**src/rtl/dmux4_reg_if.sv**
```systemverilog
// Producer/consumer bundle for dmux4_reg: one valid/ready input stream and
// four valid/ready output channels packed side by side.
interface dmux4_reg_if #(
  parameter int WIDTH = 16
);
  logic [WIDTH-1:0]   in_data;
  logic [1:0]         sel;
  logic               in_valid;
  logic               in_ready;
  logic [4*WIDTH-1:0] out_data;
  logic [3:0]         out_valid;
  logic [3:0]         out_ready;

  // Drives the producer inputs and the consumer readies.
  modport master (
    output in_data, sel, in_valid, out_ready,
    input  in_ready, out_data, out_valid
  );

  // The demultiplexer itself.
  modport slave (
    input  in_data, sel, in_valid, out_ready,
    output in_ready, out_data, out_valid
  );
endinterface

```
**src/rtl/dmux4_reg.sv**
```systemverilog
// Registered 1-to-4 demultiplexer with one holding register per channel.
// Define DMUX4_ROUND_ROBIN_EN to ignore sel and rotate the target on every accept.
module dmux4_reg #(
  parameter int WIDTH = 16
) (
  input  logic       clk,
  input  logic       reset,
  dmux4_reg_if.slave bus
);

  logic [WIDTH-1:0]   data_q [4];
  logic [WIDTH-1:0]   data_d [4];
  logic [3:0]         valid_q;
  logic [3:0]         valid_d;
  logic [1:0]         tgt;
  logic               in_ready_w;
  logic               accept;
  logic [4*WIDTH-1:0] out_data_w;

`ifdef DMUX4_ROUND_ROBIN_EN
  logic [1:0] rr_q;
  logic [1:0] rr_d;

  assign tgt  = rr_q;
  // A stalled word leaves the pointer where it is; wrap 3 -> 0 is natural.
  assign rr_d = accept ? rr_q + 2'd1 : rr_q;

  always_ff @(posedge clk) begin
    if (reset) rr_q <= 2'd0;
    else       rr_q <= rr_d;
  end
`else
  assign tgt = bus.sel;
`endif

  // Backpressure depends only on the addressed channel.
  assign in_ready_w = !reset && (!valid_q[tgt] || bus.out_ready[tgt]);
  assign accept     = bus.in_valid && in_ready_w;

  always_comb begin
    // NOTE: every output of a combinational block gets a default first so no latch is inferred.
    valid_d = valid_q;
    for (int i = 0; i < 4; i++) begin
      data_d[i] = data_q[i];
      if (valid_q[i] && bus.out_ready[i]) valid_d[i] = 1'b0;
      if (accept && tgt == 2'(i)) begin
        data_d[i]  = bus.in_data;
        valid_d[i] = 1'b1;
      end
    end
  end

  always_ff @(posedge clk) begin
    if (reset) begin
      valid_q <= '0;
      // NOTE: the data registers are reset too, because out_data must read zero after reset.
      for (int i = 0; i < 4; i++) data_q[i] <= '0;
    end else begin
      // NOTE: state is updated with non-blocking assignments so every register sees pre-edge values.
      valid_q <= valid_d;
      for (int i = 0; i < 4; i++) data_q[i] <= data_d[i];
    end
  end

  always_comb begin
    out_data_w = '0;
    for (int i = 0; i < 4; i++) out_data_w[i*WIDTH +: WIDTH] = data_q[i];
  end

  assign bus.in_ready  = in_ready_w;
  assign bus.out_valid = valid_q & {4{!reset}};
  assign bus.out_data  = out_data_w;

endmodule
```
**src/flat_wrapper.sv**
```systemverilog
// flat-port wrapper written by rule: the top's interface ports become plain ports
module dmux4_reg_flat 
#(
  parameter int WIDTH = 16
)
  (clk, reset, bus_in_data, bus_sel, bus_in_valid, bus_out_ready, bus_in_ready, bus_out_data, bus_out_valid);
  dmux4_reg_if #(.WIDTH(WIDTH)) bus_i ();
  input  logic clk;
  input  logic reset;
  input wire logic [$bits(bus_i.in_data)-1:0] bus_in_data;
  input wire logic [$bits(bus_i.sel)-1:0] bus_sel;
  input wire logic [$bits(bus_i.in_valid)-1:0] bus_in_valid;
  input wire logic [$bits(bus_i.out_ready)-1:0] bus_out_ready;
  output wire logic [$bits(bus_i.in_ready)-1:0] bus_in_ready;
  output wire logic [$bits(bus_i.out_data)-1:0] bus_out_data;
  output wire logic [$bits(bus_i.out_valid)-1:0] bus_out_valid;
  assign bus_i.in_data = bus_in_data;
  assign bus_i.sel = bus_sel;
  assign bus_i.in_valid = bus_in_valid;
  assign bus_i.out_ready = bus_out_ready;
  assign bus_in_ready = bus_i.in_ready;
  assign bus_out_data = bus_i.out_data;
  assign bus_out_valid = bus_i.out_valid;
  dmux4_reg #(.WIDTH(WIDTH)) u_core (.clk(clk), .reset(reset), .bus(bus_i));
endmodule
```
**config.mk**
```make
export PLATFORM = sky130hd
export DESIGN_NAME = dmux4_reg_flat
export DESIGN_NICKNAME = d
export VERILOG_FILES = /design/src/rtl/dmux4_reg_if.sv /design/src/rtl/dmux4_reg.sv /design/src/flat_wrapper.sv
export SDC_FILE = /design/constraint.sdc
export NUM_CORES = 1
export LEC_CHECK = 0
export ABC_CLOCK_PERIOD_IN_PS = 4310
export CAP_MARGIN = 10
export CORE_AREA = 4 4 83 85
export DETAILED_ROUTE_END_ITERATION = 7
export DIE_AREA = 0 0 87 89
export GPL_TIMING_DRIVEN = 1
export HOLD_SLACK_MARGIN = 0.02
export PLACE_DENSITY = 0.83
export REMOVE_ABC_BUFFERS = 1
export SYNTH_ARGS = -nofsm -noshare
export SYNTH_HDL_FRONTEND = slang
export SYNTH_SLANG_ARGS = --single-unit
```
**constraint.sdc**
```tcl
create_clock -name clk -period 4.31 [get_ports clk]
set_clock_uncertainty 0.1 [all_clocks]
set_input_delay 1.293 -clock clk [delete_from_list [all_inputs] [get_ports clk]]
set_output_delay 1.293 -clock clk [all_outputs]
set_load 0.03 [all_outputs]
```
==> results of run 1 <==
layer usage:
layer,global-route usage [%],wire length [um],vias up,part of all wire (%)
met3,7.19,790,13,8.8
met4,8.92,123,0,1.4
met1,31.2,3780,1433,42
met5,0,0,-,0
li1,-,-,1332,-
met2,39.5,4310,138,48
cells in the mapped netlist:
cell and n:
and2b_2 1, o31ai_1 16, mux4_1 1, buf_2 5, nand2_1 33, mux2_4 9, a21oi_1 16, inv_2 1
o311ai_1 1, buf_1 3, nor2_1 1, a32o_1 3, nand3b_4 1, inv_1 5, mux2_2 7, or3_1 1
o21ai_0 1, nand4_1 48, buf_6 2, or3b_1 1, nor2b_1 13, and2b_1 9, clkbuf_1 29, buf_12 1
and3b_2 1, o311ai_0 31, dfxtp_1 68, nand2b_1 3, nor3b_2 1
cells by family (layout without fill, tap and decap cells):
group	after synthesis	after routing	share of synthesized area, %
multiplexers	17	17	8.04
flip-flops	68	68	45.5
AND/OR/NAND/NOR	113	113	22.1
buffers and inverters	46	126	7.03
AO/OA/AOI/OAI	68	68	17.2
power groups by stage:
stage	Combinational (uW)	Clock (uW)	Sequential [uW]
2_1_floorplan	53.4	0	710
3_3_place_gp	195	0	674
3_5_place_dp	198	0	674
4_1_cts	199	464	660
5_1_grt	213	493	662
6_report	200	457	660
critical path: cells and delay by family:
kind	cells	cell delay [ns]
buf+inv	2	0.66
simple gates	2	0.37
mux	1	0.47
sequential cells by signal, summed over array words and instances, names as in the netlist:
name            cells
u_core.valid_q      4
u_core.data_q      64
layout by cell type, fill, tap and decap left out, drive strengths merged:
| cell | synthesis | final |
|---|---|---|
| clkbuf | 29 | 11 |
| a32o | 3 | 3 |
| buf | 11 | 16 |
| inv | 6 | 6 |
| clkinv | 0 | 4 |
| clkinvlp | 0 | 1 |
| nand4 | 48 | 48 |
| o311ai | 32 | 32 |
| a21oi | 16 | 16 |
| nor2b | 13 | 13 |
| o21ai | 1 | 1 |
| or3b | 1 | 1 |
| nor2 | 1 | 1 |
| mux2 | 16 | 16 |
| nand3b | 1 | 1 |
| or3 | 1 | 1 |
| nand2 | 33 | 33 |
| nor3b | 1 | 1 |
| o31ai | 16 | 16 |
| mux4 | 1 | 1 |
| and3b | 1 | 1 |
| clkdlybuf4s50 | 0 | 88 |
| dfxtp | 68 | 68 |
| and2b | 10 | 10 |
| nand2b | 3 | 3 |
area by class of cell:
class	count	area, um^2
Clock buffer	11	141
Clock inverter	5	27.5
Fill cell	496	2130
Inverter	6	22.5
Multi-Input combinational cell	198	1430
Sequential cell	68	1360
Tap cell	77	96.3
Timing Repair Buffer	104	998
metrics by stage:
stage	cell area (um^2)	cells	util (%)	setup slack, ns
2_1_floorplan	2800	272	-	0.502
3_3_place_gp	3910	453	62.9	0.138
3_5_place_dp	3910	453	62.9	0.141
4_1_cts	4070	469	65.7	0.139
5_1_grt	4070	469	65.7	0.0935
6_report	4070	469	65.7	0.123
final timing paths:
| path | end | cells past startpoint | from | slack (ns) |
|---|---|---|---|---|
| worst max-delay path | bus_in_ready | 5 | bus_out_ready[3] | 0.12 |
| worst min register to register | u_core.data_q[0][10]$_SDFFE_PP0P_ | 2 | u_core.data_q[0][10]$_SDFFE_PP0P_ | 0.37 |
| worst min-delay path | u_core.data_q[0][10]$_SDFFE_PP0P_ | 2 | u_core.data_q[0][10]$_SDFFE_PP0P_ | 0.37 |
| worst max register to register | u_core.data_q[0][54]$_SDFFE_PP0P_ | 4 | u_core.valid_q[3]$_SDFFE_PP0P_ | 2.54 |
==> results.cfg, run 1 <==
[sta]
finalCriticalPeriod_ns = 4.19
worst_pin_slew_ns = 1.17
setup_viol = 0
finalSetupTns_ns = 0
hold_violations = 0
drv_slew = 0
timing.final.crit_share_pct = 97.1
holdWs_ns = 0.374
rsz0062_at_grt = no
fmax_mhz = 239
slew_headroom_pct = 22.3

[grt]
grt.total_usage_pct = 24.5
grt_overflow = 0
antenna_found_initial = 0
first_global_vias = 2939
grt_max_degree = 51
grt_pass1_wl_um = 14800

[cells_and_area]
syn_to_final_growth_pct = 36.3
drive_gt1_share_pct = 13.5
antenna_cells = 0
fin_nets = 412

[synth]
synth_seq_area_share_pct = 45.5
syn_inst = 312
synth_warnings = 0
synth_top_area_share_pct = 45.5
yosys_register_bits = 68
synth.distinct_cells = 29
syn_avg_cell_area_um2 = 9.58
yosys-top-cells-area = dfxtp_1 (46%), nand4_1 (10%), o311ai_0 (9.1%)
synth_area_um2 = 2990
synth_top_area_cell = dfxtp_1

[setup_path]
required_ns = 2.92
path_cells = clkdlybuf4s50_1, and2b_1, mux4_1, nor2_1, buf_4
worstSetupEndpointType = output pin
cp_max_fo = 2
critical_path.slowest_cell = clkdlybuf4s50_1
crit_arrival_ns = 2.79
cpPeakStageDelay_ns = 0.47
critical_path_class = primary input to output pin
startpoint_type = primary input

[routing]
ant_nets = 0
first_pass_iters = 4
drt_wl_total_um = 9000
viasPerCell = 6.22
drc = 0
wl_per_cell_um = 19.2
drt_iter0_drc = 255
via_count = 2916

[floorplan]
initial_core_util_pct = 48.2
die_w_um = 87
coreArea_um2 = 6200
die-area_um2 = 7740
die_y_um = 89
fp-row-count = 29
io_pins = 94

[power]
power_switching_uw = 367
clock_power_share_pct = 34.7
power_density_nw_per_um2 = 323
ir_worst_vdd_uv = 226
intPower_uw = 950
p_sw_share_pct = 27.9
p_total_uw = 1320
power_frac_comb_pct = 15.2
p_leak_uw = 0.00165
seqPwrFrac_pct = 50.1

[cts]
cts_max_level = 3
post_cts_resized = 0
cts_buffers = 9
postCtsSetupRepairBufs = 0
cts_sinks = 68
clk_latency_ns = 0.34
cts_tree = done
ctsHoldBuffers = 0
clkTransAtPathRegs_ns = 0.07
cts_root_buf = clkbuf_8
cts_buffer_depth = 2

[flow_run]
cap_viol_max_count = 0

[place]
numPortBuffers = 93
gp_congestion = 0.749
hpwl_um = 5470

[hold_path]
holdCritPathClass = register to register

[run_status]
status = finished clean
(Power assumes the default switching activity.)
==> run 2: changes to the inputs <==
--- a/config.mk
+++ b/config.mk
@@ -11,7 +11,6 @@
 export DETAILED_ROUTE_END_ITERATION = 7
 export DIE_AREA = 0 0 87 89
 export GPL_TIMING_DRIVEN = 1
-export HOLD_SLACK_MARGIN = 0.02
 export PLACE_DENSITY = 0.83
 export REMOVE_ABC_BUFFERS = 1
 export SYNTH_ARGS = -nofsm -noshare
==> results of run 2 <==
Final layout, timing and power as in run 1 (identical DEF).
